$ cat src/rtl/rmii_rx_frame.sv
// rmii_rx_frame: RMII receive framer; strips preamble/SFD and delivers bytes with sof/eof and frame status.
// Define RMII_RX_CRC_CHECK_EN to check the FCS; otherwise crc_ok reads 1 after every frame.
module rmii_rx_frame #(
    parameter int MAX_LEN = 1522
) (
    input  logic        clk_50_mhz,
    input  logic        rst,
    input  logic        crs_dv,
    input  logic [1:0]  rx_d,
    input  logic        rx_er,
    output logic [7:0]  data_out,
    output logic        data_valid,
    output logic        sof,
    output logic        eof,
    output logic [10:0] frame_len,
    output logic        err_rx,
    output logic        err_align,
    output logic        err_len,
    output logic        crc_ok
);
    typedef enum logic [1:0] {IDLE, PREAMBLE, DATA, DROP} state_t;

    state_t      state_q, state_d;
    logic        crs_q, er_q, post_rst_q;
    logic [1:0]  rxd_q;
    logic        seen01_q, seen01_d;
    logic [1:0]  cnt_q, cnt_d;
    logic [5:0]  sh_q, sh_d;
    logic [7:0]  hold_q, hold_d;
    logic        have_q, have_d, first_q, first_d, acc_q, acc_d;
    logic [10:0] len_q, len_d;
    logic [7:0]  dout_q, dout_d;
    logic        dv_q, dv_d, sof_q, sof_d, eof_q, eof_d;
    logic [10:0] flen_q, flen_d;
    logic        erx_q, erx_d, eal_q, eal_d, elen_q, elen_d, crcok_q, crcok_d;
    logic [7:0]  byte_w;
    logic        crc_match;

`ifdef RMII_RX_CRC_CHECK_EN
    logic [31:0] crc_q, crc_d;

    function automatic logic [31:0] crc_next(input logic [31:0] c, input logic [7:0] b);
        logic [31:0] r;
        r = c;
        for (int i = 0; i < 8; i++) r = (r >> 1) ^ ((r[0] ^ b[i]) ? 32'hEDB88320 : 32'h0);
        return r;
    endfunction

    assign crc_match = (crc_q == 32'hDEBB20E3);
`else
    assign crc_match = 1'b1;
`endif

    // Dibits shift in from the top, so after three of them the fourth completes the byte.
    assign byte_w = {rxd_q, sh_q};

    always_comb begin
        state_d  = state_q;
        seen01_d = seen01_q;
        cnt_d    = cnt_q;
        sh_d     = sh_q;
        hold_d   = hold_q;
        have_d   = have_q;
        first_d  = first_q;
        acc_d    = acc_q;
        len_d    = len_q;
        dout_d   = dout_q;
        dv_d     = 1'b0;
        sof_d    = 1'b0;
        eof_d    = 1'b0;
        flen_d   = flen_q;
        erx_d    = erx_q;
        eal_d    = eal_q;
        elen_d   = elen_q;
        crcok_d  = crcok_q;
`ifdef RMII_RX_CRC_CHECK_EN
        crc_d    = crc_q;
`endif
        case (state_q)
            IDLE: begin
                seen01_d = 1'b0;
                if (post_rst_q && crs_dv) state_d = DROP;
                else if (crs_q) state_d = PREAMBLE;
            end
            PREAMBLE: begin
                if (!crs_q) state_d = IDLE;
                else if (rxd_q == 2'b01) seen01_d = 1'b1;
                else if (rxd_q == 2'b10) state_d = DROP;
                else if (rxd_q == 2'b11) begin
                    state_d = seen01_q ? DATA : DROP;
                    cnt_d   = 2'd0;
                    have_d  = 1'b0;
                    first_d = 1'b1;
                    acc_d   = 1'b0;
                    len_d   = 11'd0;
`ifdef RMII_RX_CRC_CHECK_EN
                    crc_d   = 32'hFFFFFFFF;
`endif
                end
            end
            DATA: begin
                acc_d = acc_q | er_q;
                if (crs_q) begin
                    cnt_d = cnt_q + 2'd1;
                    sh_d  = {rxd_q, sh_q[5:2]};
                    if (cnt_q == 2'd3) begin
                        hold_d = byte_w;
                        have_d = 1'b1;
                        len_d  = (&len_q) ? len_q : len_q + 11'd1;
`ifdef RMII_RX_CRC_CHECK_EN
                        crc_d  = crc_next(crc_q, byte_w);
`endif
                        if (have_q) begin
                            dv_d    = 1'b1;
                            dout_d  = hold_q;
                            sof_d   = first_q;
                            first_d = 1'b0;
                        end
                    end
                end else begin
                    state_d = IDLE;
                    if (have_q) begin
                        dv_d    = 1'b1;
                        dout_d  = hold_q;
                        sof_d   = first_q;
                        eof_d   = 1'b1;
                        flen_d  = len_q;
                        erx_d   = acc_q | er_q;
                        eal_d   = (cnt_q != 2'd0);
                        elen_d  = (len_q > 11'(MAX_LEN));
                        crcok_d = crc_match;
                    end
                end
            end
            DROP: if (!crs_q) state_d = IDLE;
            default: state_d = IDLE;
        endcase
    end

    always_ff @(posedge clk_50_mhz or posedge rst) begin
        if (rst) begin
            state_q    <= IDLE;
            crs_q      <= 1'b0;
            er_q       <= 1'b0;
            rxd_q      <= 2'b00;
            post_rst_q <= 1'b1;
            seen01_q   <= 1'b0;
            cnt_q      <= 2'd0;
            sh_q       <= 6'd0;
            hold_q     <= 8'd0;
            have_q     <= 1'b0;
            first_q    <= 1'b0;
            acc_q      <= 1'b0;
            len_q      <= 11'd0;
            dout_q     <= 8'd0;
            dv_q       <= 1'b0;
            sof_q      <= 1'b0;
            eof_q      <= 1'b0;
            flen_q     <= 11'd0;
            erx_q      <= 1'b0;
            eal_q      <= 1'b0;
            elen_q     <= 1'b0;
            crcok_q    <= 1'b0;
`ifdef RMII_RX_CRC_CHECK_EN
            crc_q      <= 32'hFFFFFFFF;
`endif
        end else begin
            state_q    <= state_d;
            crs_q      <= crs_dv;
            er_q       <= rx_er;
            rxd_q      <= rx_d;
            post_rst_q <= 1'b0;
            seen01_q   <= seen01_d;
            cnt_q      <= cnt_d;
            sh_q       <= sh_d;
            hold_q     <= hold_d;
            have_q     <= have_d;
            first_q    <= first_d;
            acc_q      <= acc_d;
            len_q      <= len_d;
            dout_q     <= dout_d;
            dv_q       <= dv_d;
            sof_q      <= sof_d;
            eof_q      <= eof_d;
            flen_q     <= flen_d;
            erx_q      <= erx_d;
            eal_q      <= eal_d;
            elen_q     <= elen_d;
            crcok_q    <= crcok_d;
`ifdef RMII_RX_CRC_CHECK_EN
            crc_q      <= crc_d;
`endif
        end
    end

    assign data_out   = dout_q;
    assign data_valid = dv_q;
    assign sof        = sof_q;
    assign eof        = eof_q;
    assign frame_len  = flen_q;
    assign err_rx     = erx_q;
    assign err_align  = eal_q;
    assign err_len    = elen_q;
    assign crc_ok     = crcok_q;
endmodule

$ cat config.mk
export PLATFORM = sky130hd
export DESIGN_NAME = rmii_rx_frame
export DESIGN_NICKNAME = d
export VERILOG_FILES = /design/src/rtl/rmii_rx_frame.sv
export SDC_FILE = /design/constraint.sdc
export NUM_CORES = 1
export LEC_CHECK = 0
export ABC_AREA = 0
export BUFFER_PORTS_ARGS = -buffer_cell sky130_fd_sc_hd__buf_2
export CORE_ASPECT_RATIO = 1.25
export CORE_MARGIN = 3
export CORE_UTILIZATION = 60
export DETAILED_ROUTE_END_ITERATION = 10
export PLACE_DENSITY = 0.82
export SYNTH_ARGS = -nofsm -noshare
export SYNTH_HDL_FRONTEND = slang
export SYNTH_SLANG_ARGS = --single-unit
$ cat constraint.sdc
create_clock -name clk_50_mhz -period 4.48 [get_ports clk_50_mhz]
set_input_delay 0.896 -clock clk_50_mhz [delete_from_list [all_inputs] [get_ports clk_50_mhz]]
set_output_delay 0.896 -clock clk_50_mhz [all_outputs]
set_load 0.05 [all_outputs]
# After elaboration in Yosys (flattened, before gate mapping)
# Cells that the tools add are included.
# totals
rom_bits	0
latchBits	0
out_inout_bits	26
word_cells	121
ram_bits	0
memories	0
in_bits	6
reg_bits	64
# classes
reduce_logical	18
multipliers	0
addsub	2
n_eq_ne	21
n_mux	55
n_div	0
bitwise	2
magnitude_cmp	1
shift	0
# op_table
cell	n
11-bit 2-to-1 mux	7
1-bit 2-to-1 mux	26
2-bit 2-to-1 mux	12
8-bit 2-to-1 mux	3
11-bit case mux with 2 select lines	1
2-bit != test, second input constant	10
8-bit AND reduction	2
11-bit by 1-bit adder with 11-bit output, second input constant	1
11-bit > comparator, second input constant	1
11-bit AND reduction	1
2-bit == test, second input constant	5
3-bit AND reduction	3
1-bit case mux with 2 select lines	4
7-bit AND reduction	1
3-bit != test, second input constant	2
2-bit case mux with 3 select lines	1
6-bit AND reduction	1
2-bit nonzero test	3
5-bit AND reduction	1
2-bit by 1-bit == test with 1-bit output, second input constant	2
4-bit != test, second input constant	1
2-bit case mux with 2 select lines	1
2-bit AND reduction	2
4-bit AND reduction	1
7 further kinds	7

# Logic depth before layout (Yosys ltp)
# Gate-level depths: netlist of run 1.
# depth
ltp_word	6
depth_mapped	7
depth_no_buf	5

# Least setup slack after synthesis of run 1
# Ideal clock, no wire load.
# synth_path
kind	register to register
startpoint	register state_q[1]
endpoint	register len_q[1]
path_buffers	1
setup_time_ns	0.125
required_time_ns	4.355
period_less_slack_ns	1.561
slack_ns	2.919
t_arrival_ns	1.436
path_stages_with_launch	6
cell_sequence	dfrtp_1 -> buf_6 -> and4b_2 -> o21ai_4 -> a31oi_4 -> mux2_4
# synth_via
elab_chain_len	3
elab_cells_between_ends	12
cone_classes	eq/ne: 9; mux: 1; reduce/logical: 2
# synth_rtl
item	line	source
from (decl)	23	state_t state_q, state_d;
from (signal assigned)	168	state_q <= state_d;
2-bit == test / 2-bit by 1-bit == test with 1-bit output (equally long branches)	79	case (state_q)
2-bit != test (no line) / 2-bit nonzero test (equally long branches)	-	
8-bit AND reduction (no line)	-	
to (signal assigned)	180	len_q <= len_d;
to (decl)	31	logic [10:0] len_q, len_d;
# Several ways; a longest one is shown, not always the timed one.
# A chain may end at the register's enable or synchronous reset.

# Final worst setup path of run 1
# layout_path
startpoint	register state_q[1]
endpoint	register elen_q, in the netlist err_len
# layout_via
elab_chain_len	2
# layout_rtl
item	line	source
2-bit == test	79	
3-bit AND reduction (no line)	-	
to (signal assigned)	188	elen_q <= elen_d;
to (decl)	35	logic erx_q, erx_d, eal_q, eal_d, elen_q, elen_d, crcok_q, crcok_d;
# Every way passes these cells.

==> results of run 1 <==
[routing by layer]
metal,GRT usage,wire (um),vias to the layer above
li1,-,-,872
met1,0.256,2100,858
met2,0.334,2280,60
met3,0.0545,253,15
met4,0.118,148,0
met5,0,0,-
[synth_stat cells, types with 3 or more instances]
library cell  instances
dfrtp_1              63
nand2_1              43
mux2_2               20
o21ai_0              14
inv_1                10
nand3_1               8
nor2_1                7
a21oi_1               6
a31oi_1               6
buf_2                 4
ha_1                  4
nand2b_1              3
nor3_1                3
o211ai_1              3
[worst max path at each step]
stage,startpoint,to,slack (ps)
finish,state_q[1]$_DFFE_PP0P_,err_len$_DFFE_PP0P_,2020
floorplan,rst,acc_q$_DFFE_PP0P_,1990
global route,state_q[1]$_DFFE_PP0P_,err_len$_DFFE_PP0P_,1680
global placement,state_q[1]$_DFFE_PP0P_,err_len$_DFFE_PP0P_,2200
detailed placement,state_q[1]$_DFFE_PP0P_,err_len$_DFFE_PP0P_,2020
CTS,state_q[1]$_DFFE_PP0P_,err_len$_DFFE_PP0P_,2000
[cells by family (layout without fill, tap and decap cells)]
group                    count (synthesis)  in the layout  share of synthesized area
AND/OR/NAND/NOR                         80             80                      0.144
flip-flops                              64             64                      0.600
AO/OA/AOI/OAI                           42             42                      0.109
multiplexers                            21             21                     0.0899
buffers and inverters                   20             59                     0.0375
adder cells (fa/ha/maj)                  4              4                     0.0187
other                                    1              1                    0.00140
[metrics by stage]
| step | cell area, um^2 | std cells | utilization |
|---|---|---|---|
| 5_1_grt | 3060 | 327 | 0.730 |
| 3_3_place_gp | 2850 | 311 | 0.678 |
| 2_1_floorplan | 2670 | 232 | - |
| 6_report | 3060 | 327 | 0.730 |
| 3_5_place_dp | 2850 | 311 | 0.678 |
| 4_1_cts | 3060 | 327 | 0.730 |
[sequential cells by signal, indices dropped and copies added (netlist names), 2 cells and up]
signal     cells
cnt_q          2
len_q         11
data_out       8
state_q        2
hold_q         8
sh_q           6
frame_len     11
rxd_q          2
[power breakdown]
part           leakage [nW]  switching, W  internal (W)
combinational         0.578      0.000148     0.0000907
sequential            0.854     0.0000640      0.000677
clock                 0.113      0.000205      0.000317
[area by class of cell]
class / count / area [um^2] / area share
timing repair buffer: 32 / 163 / 0.0531
clock inverter: 2 / 35.0 / 0.0114
inverter: 11 / 41.3 / 0.0135
clock buffer: 14 / 183 / 0.0596
sequential: 64 / 1600 / 0.523
multi-input combinational: 148 / 968 / 0.316
tap: 56 / 70.1 / 0.0229
[placed cells by master, fill, tap and decap left out, types with 2 or more instances in the layout]
cell,instances
o21a_1,2
dfrtp_1,63
ha_1,4
clkbuf_8,13
nor2_1,7
o211ai_1,3
nor3_1,3
and2_1,2
a31oi_1,6
nand2_1,43
o21ai_0,14
mux2_2,20
buf_2,31
o22a_1,2
nand4_1,2
inv_1,9
nand2b_1,3
nand3_1,8
a21oi_1,6
nand3b_1,2
==> results.yml, run 1 <==
run_status:
  outcome: "finished, final reports clean"
worst_setup_path:
  critical_path_class: "flop to flop"
  crit_chain: "nor2b_1, nand3_1, clkinv_1, nand2_1, o21ai_0"
  cp_max_fo: 22
  critPathRequiredTime_ps: 4740
  reg2regPathDepth: 5
  endpoint_kind: "flop"
  r2r_slack_ps: 2020
  crit_buf_inv: 1
  cp_data_arrival_time_ps: 2730
  reg2reg_from: "state_q[1]$_DFFE_PP0P_"
  worstSetupPathDepth: 5
  cp_slowest_cell: "nand3_1"
  cp_slowest_stage_delay_ps: 680
  worstReg2RegEnd: "err_len$_DFFE_PP0P_"
  start_kind: "flop"
  crit_family: "simple AND/OR/NAND/NOR gates"
sta:
  tightest_slew_ps: 854
  setup_tns_ps: 0
  fin_ws_ps: 2020
  finalSetupViolations: 0
  whs_ps: 463
  slew_headroom: 0.427
  rsz0062_at_grt: "no"
  fin_crit_sh: 0.550
  finalHoldViolations: 0
  fin_skew_ps: 11.0
  final.min_clock_period_ps: 2460
  max_freq_ghz: 0.406
  drv_slew: 0
routing:
  drc: 0
  vias_per_cell: 5.52
  wl_per_cell_um: 14.6
  vias: 1805
  drtAntennaViolNets: 0
  first_iter_violations: 124
  dr.pass1.iters: 4
  wl_mm: 4.78
clock_tree:
  clkSinkCount: 64
  cts-buffers-inserted: 9
  cts_tree: "done"
  cts_resized: 0
  cts_max_level: 3
  post_cts_buffers: 0
  hold_buffers: 0
  path_clk_slew_ps: 70
  insertion_delay_ps: 340
  clock_path_buffers: 2
  clockRootBuffer: "clkbuf_8"
hold_path:
  whs_path_depth: 1
  hp-start: "crc_ok$_DFFE_PP0P_"
  holdPathEnd: "crc_ok$_DFFE_PP0P_"
  worst_hold_path_type: "flop to flop"
global_route:
  track_usage: 0.210
  overflow: 0
  antenna_found_initial: 0
  grt_pass1_wl_mm: 8.12
  grt_max_degree: 36
  grt_pass1_vias: 1716
synthesis:
  synth_area_um2: 2670
  ys_types: 46
  synth_ff_type: "dfrtp_1"
  synthCells: 232
  syn_nets: 242
  yosysWarnings: 0
  synth_seq_cells: 64
  synthTopCellsByArea: "dfrtp_1 (59%), mux2_2 (8.4%), nand2_1 (6.0%)"
  yosys.area.top_type: "dfrtp_1"
  synth_area_per_cell_um2: 11.5
  async_flop_share: 1.00
  synth_top_area_frac: 0.590
  synth-edff-count: 0
  seq_area_frac_synth: 0.600
power_and_ir_drop:
  ir_worst_vdd_mv: 0.334
  p_leak_nw: 1.54
  power_w: 0.00150
  power_density_nw_per_um2: 490
floorplanning:
  fp.dieW_um: 65.7
  die-area_um2: 5290
  initial_core_util: 0.637
  core_um2: 4200
  die_h_um: 80.6
  num_rows: 26
  io_pins: 32
final_layout:
  final_nets: 276
  area_growth_pct: 14.7
  drive_above_1_share: 0.277
  antenna_cells: 0
  fillCellCount: 290
placed_design:
  dp_slack_ps: 2020
  portBuffers: 31
  hpwl_mm: 3.25
  gp_congestion: 0.794
run:
  maxCapViolations: 0
(Power assumes the default switching activity.)
==> inputs of run 2 (changes only) <==
--- a/config.mk
+++ b/config.mk
@@ -9,9 +9,9 @@
 export BUFFER_PORTS_ARGS = -buffer_cell sky130_fd_sc_hd__buf_2
 export CORE_ASPECT_RATIO = 1.25
 export CORE_MARGIN = 3
-export CORE_UTILIZATION = 60
+export CORE_UTILIZATION = 51
 export DETAILED_ROUTE_END_ITERATION = 10
-export PLACE_DENSITY = 0.82
+export PLACE_DENSITY = 0.74
 export SYNTH_ARGS = -nofsm -noshare
 export SYNTH_HDL_FRONTEND = slang
 export SYNTH_SLANG_ARGS = --single-unit
==> constraint.sdc (replaced) <==
create_clock -name clk_50_mhz -period 2.06 [get_ports clk_50_mhz]
set_input_delay 0.412 -clock clk_50_mhz [delete_from_list [all_inputs] [get_ports clk_50_mhz]]
set_output_delay 0.412 -clock clk_50_mhz [all_outputs]
set_load 0.05 [all_outputs]
==> results.yml, run 2 (synthesis results as in run 1) <==
sta:
  fin_skew_ps: 9.82
  finalSetupViolations: 0
  slew_headroom: 0.597
  fin_crit_sh: 0.831
  fin_ws_ps: 349
  final.min_clock_period_ps: 1710
  finalHoldViolations: 0
  max_freq_ghz: 0.584
  tightest_slew_ps: 603
  rsz0062_at_grt: "no"
  setup_tns_ps: 0
  drv_slew: 0
clock_tree:
  path_clk_slew_ps: 70
  clock_path_buffers: 2
  cts_tree: "done"
  clkSinkCount: 64
  clockRootBuffer: "clkbuf_8"
  cts_max_level: 3
  hold_buffers: 0
  cts_resized: 0
  insertion_delay_ps: 340
  post_cts_buffers: 0
  cts-buffers-inserted: 9
routing:
  vias: 1833
  dr.pass1.iters: 4
  wl_per_cell_um: 14.8
  vias_per_cell: 5.42
  drc: 0
  drtAntennaViolNets: 0
  first_iter_violations: 132
  wl_mm: 4.99
floorplanning:
  io_pins: 32
  die_h_um: 86.9
  initial_core_util: 0.545
  fp.dieW_um: 70.7
  num_rows: 28
  core_um2: 4900
  die-area_um2: 6150
global_route:
  grt_pass1_vias: 1896
  grt_max_degree: 29
  grt_pass1_wl_mm: 8.69
  track_usage: 0.186
  overflow: 0
  antenna_found_initial: 0
final_layout:
  final_cell_mix: "dfrtp_1 (63), nand2_1 (43), buf_2 (31)"
  drive_above_1_share: 0.288
  fillCellCount: 415
  layout_commonest_cell: "dfrtp_1"
  antenna_cells: 0
  area_growth_pct: 17.1
  final_nets: 283
  utilization: 0.638
worst_setup_path:
  reg2regPathDepth: 5
  worstReg2RegEnd: "len_q[1]$_DFFE_PP0P_"
  reg2reg_from: "len_q[1]$_DFFE_PP0P_"
  start_kind: "flop"
  critical_path_class: "flop to flop"
  endpoint_kind: "flop"
  cp_data_arrival_time_ps: 1940
  cp_slowest_stage_delay_ps: 430
  r2r_slack_ps: 350
  crit_chain: "ha_1, nand3_1, nor3_2, a31oi_4, mux2_4"
  cp_max_fo: 8
  cp_slowest_cell: "dfrtp_1"
  critPathRequiredTime_ps: 2290
run_status:
  outcome: "finished, final reports clean"
power_and_ir_drop:
  power_density_nw_per_um2: 1060
  power_w: 0.00331
  ir_worst_vdd_mv: 0.727
  p_leak_nw: 1.58
placed_design:
  gp_congestion: 0.886
  hpwl_mm: 3.45
  dp_slack_ps: 363
  portBuffers: 31
run:
  maxCapViolations: 0
hold_path:
  worst_hold_path_type: "input port to async pin"
## run 2: routing by layer
metal | vias up | routed length, um | GRT usage
met5 | - | 0 | 0
met4 | 0 | 126 | 0.0838
li1 | 887 | - | -
met3 | 10 | 243 | 0.0727
met2 | 45 | 2490 | 0.307
met1 | 891 | 2130 | 0.213
## run 2: worst max-delay path by stage
stage	slack, ps	cells past startpoint	start	endpoint
after floorplan	50	1	rst	acc_q$_DFFE_PP0P_
after global placement	420	5	len_q[1]$_DFFE_PP0P_	len_q[1]$_DFFE_PP0P_
after detailed placement	360	5	len_q[1]$_DFFE_PP0P_	len_q[1]$_DFFE_PP0P_
after CTS	350	5	len_q[1]$_DFFE_PP0P_	len_q[1]$_DFFE_PP0P_
after global routing	240	5	len_q[1]$_DFFE_PP0P_	len_q[1]$_DFFE_PP0P_
final	350	5	len_q[1]$_DFFE_PP0P_	len_q[1]$_DFFE_PP0P_
## run 2: worst max-delay path: cells and delay by family, from the launching register on
family / cells / cell delay, ps
flip-flops: 1 / 430
AO/OA/AOI/OAI: 1 / 170
multiplexers: 1 / 330
AND/OR/NAND/NOR: 2 / 430
adder cells (fa/ha/maj): 1 / 240
## run 2: final cells by class
| class | instances | area [um^2] | area share |
|---|---|---|---|
| flip-flops and latches | 64 | 1600 | 0.512 |
| clock inverters | 3 | 65.1 | 0.0208 |
| multi-input cells | 148 | 968 | 0.309 |
| clock buffers | 13 | 149 | 0.0476 |
| well taps | 60 | 75.1 | 0.0240 |
| repair buffers | 39 | 228 | 0.0728 |
| inverters | 11 | 41.3 | 0.0132 |
## run 2: through the flow
stage	area [um^2]	cells	hold slack, ps
floorplan	2670	232	440
global placement	2920	322	444
detailed placement	2920	322	448
CTS	3130	338	148
global route	3130	338	158
finish	3130	338	140
## run 2: power by group
group          switching [W]  internal [W]  total [W]
registers           0.000139       0.00147    0.00161
logic               0.000323      0.000207   0.000530
clock network       0.000449      0.000714    0.00116
==> inputs of run 3 (changes only) <==
==> constraint.sdc (replaced) <==
create_clock -name clk_50_mhz -period 1.5 [get_ports clk_50_mhz]
set_input_delay 0.3 -clock clk_50_mhz [delete_from_list [all_inputs] [get_ports clk_50_mhz]]
set_output_delay 0.3 -clock clk_50_mhz [all_outputs]
set_load 0.05 [all_outputs]
==> results.yml, run 3 (synthesis results as in run 1) <==
worst_setup_path:
  crit_chain: "ha_4, and3b_2, o21ai_4, a31oi_4, mux2_4"
  crit_end: "len_q[1]$_DFFE_PP0P_"
  cp_slowest_stage_delay_ps: 420
  r2r_slack_ps: -20
  worstReg2RegEnd: "len_q[1]$_DFFE_PP0P_"
  cp_data_arrival_time_ps: 1750
  critical_path_class: "flop to flop"
  reg2reg_from: "cnt_q[1]$_DFFE_PP0P_"
  cp_max_fo: 4
  crit_buf_inv: 0
  crit_family: "flip-flops"
  worstSetupPathDepth: 5
  critPathRequiredTime_ps: 1720
  reg2regPathDepth: 5
  critPathLaunch: "cnt_q[1]$_DFFE_PP0P_"
  endpoint_kind: "flop"
  cp_slowest_cell: "dfrtp_1"
  start_kind: "flop"
routing:
  dr.pass1.iters: 4
  vias_per_cell: 5.28
  drtAntennaViolNets: 0
  first_iter_violations: 106
  drc: 0
  wl_mm: 5.45
  vias: 1939
  wl_per_cell_um: 14.9
global_route:
  overflow: 0
  grt_pass1_wl_mm: 9.04
  grt_pass1_vias: 1997
  antenna_found_initial: 0
  track_usage: 0.188
  grt_max_degree: 27
clock_tree:
  cts-buffers-inserted: 9
  clkSinkCount: 64
  path_clk_slew_ps: 70
  clockRootBuffer: "clkbuf_8"
  insertion_delay_ps: 340
  cts_max_level: 3
  cts_tree: "done"
  clock_path_buffers: 2
placed_design:
  hpwl_mm: 3.84
  place_area_um2: 3110
  portBuffers: 31
  gp_congestion: 0.874
sta:
  fin_skew_ps: 5.66
  finalSetupViolations: 15
  finalHoldViolations: 0
  fin_crit_sh: 1.02
  drv_slew: 0
  fin_ws_ps: -24.5
  final.min_clock_period_ps: 1520
  rsz0062_at_grt: "yes"
  setup_tns_ps: -209
  max_freq_ghz: 0.656
floorplanning:
  die_h_um: 86.9
  core_um2: 4900
  io_pins: 32
  num_rows: 28
  die-area_um2: 6150
  fp.dieW_um: 70.7
  initial_core_util: 0.545
final_layout:
  utilization: 0.703
  final_cell_mix: "dfrtp_1 (61), nand2_1 (42), buf_2 (31)"
  final_nets: 312
  drive_above_1_share: 0.401
  layout_commonest_cell: "dfrtp_1"
  design_area_um2: 3450
  fillCellCount: 363
  area_growth_pct: 29.0
  antenna_cells: 0
run_status:
  violations: "setup timing"
  outcome: "finished with violations"
hold_path:
  worst_hold_path_type: "input port to flop"
  hp-start: "rx_er"
  whs_path_depth: 1
run:
  maxCapViolations: 0
power_and_ir_drop:
  ir_worst_vdd_mv: 0.980
  p_leak_nw: 1.74
  power_density_nw_per_um2: 1320
run 3: cell count changes in the layout (fill, tap and decap cells not counted), moves of 2 or more:
cell and change:
clkbuf_1 -2, dfrtp_1 -2, ha_1 -2, dfrtp_2 +2, nor3_1 -2, buf_4 +20, buf_6 +3, clkinvlp_4 +2
buf_12 +3
run 3: final cells by class:
cell class | instances | area [um^2] | share of cell area
Multi-Input combinational cell | 148 | 1030 | 0.299
Sequential cell | 64 | 1610 | 0.466
Clock inverter | 5 | 56.3 | 0.0163
Timing Repair Buffer | 68 | 494 | 0.143
Tap cell | 60 | 75.1 | 0.0218
Clock buffer | 11 | 141 | 0.0410
Inverter | 11 | 45.0 | 0.0131
run 3: repair_timing:
action	4_1_cts	5_1_grt
setup endpoints to repair	6	25
buffers inserted	2	3
gates resized for setup	1	19
endpoints found under the hold margin	7	0
pin swaps	3	8
hold buffers	1	0
gates cloned	0	1
run 3: worst reg2reg max path: cells and delay by family (launching register included):
family | cells | cell delay, ps
AND/OR/NAND/NOR | 1 | 220
adder cells (fa/ha/maj) | 1 | 190
flip-flops | 1 | 420
AO/OA/AOI/OAI | 2 | 280
multiplexers | 1 | 310
run 3: worst min path at each step:
stage / to
after CTS: rxd_q[1]$_DFF_PP0_
after global placement: data_out[4]$_DFFE_PP0P_
after floorplan: crs_q$_DFF_PP0_
after global routing: er_q$_DFF_PP0_
after detailed placement: data_out[4]$_DFFE_PP0P_
final: er_q$_DFF_PP0_
run 3: through the flow:
| stage | power [W] | worst slack (ps) | hold WS (ps) | instances |
|---|---|---|---|---|
| after floorplan | 0.00277 | -48.9 | 331 | 232 |
| after global placement | 0.00303 | 30.4 | 258 | 344 |
| after detailed placement | 0.00308 | -38.2 | 266 | 344 |
| after CTS | 0.00455 | 10.1 | 49.8 | 363 |
| after global routing | 0.00481 | -98.1 | 47.0 | 367 |
| final | 0.00454 | -24.5 | 61.3 | 367 |
run 3: layer usage:
layer  global-route usage  routed length, um
met5                    0                  0
met2                0.308               2750
met1                0.221               2360
met3               0.0566                233
met4                0.101                104
run 3: where the power goes:
| group | total [W] | switching (W) | internal [W] |
|---|---|---|---|
| Combinational | 0.000869 | 0.000501 | 0.000368 |
| Clock | 0.00146 | 0.000654 | 0.000810 |
| Sequential | 0.00221 | 0.000186 | 0.00202 |
| Total | 0.00454 | 0.00134 | 0.00320 |
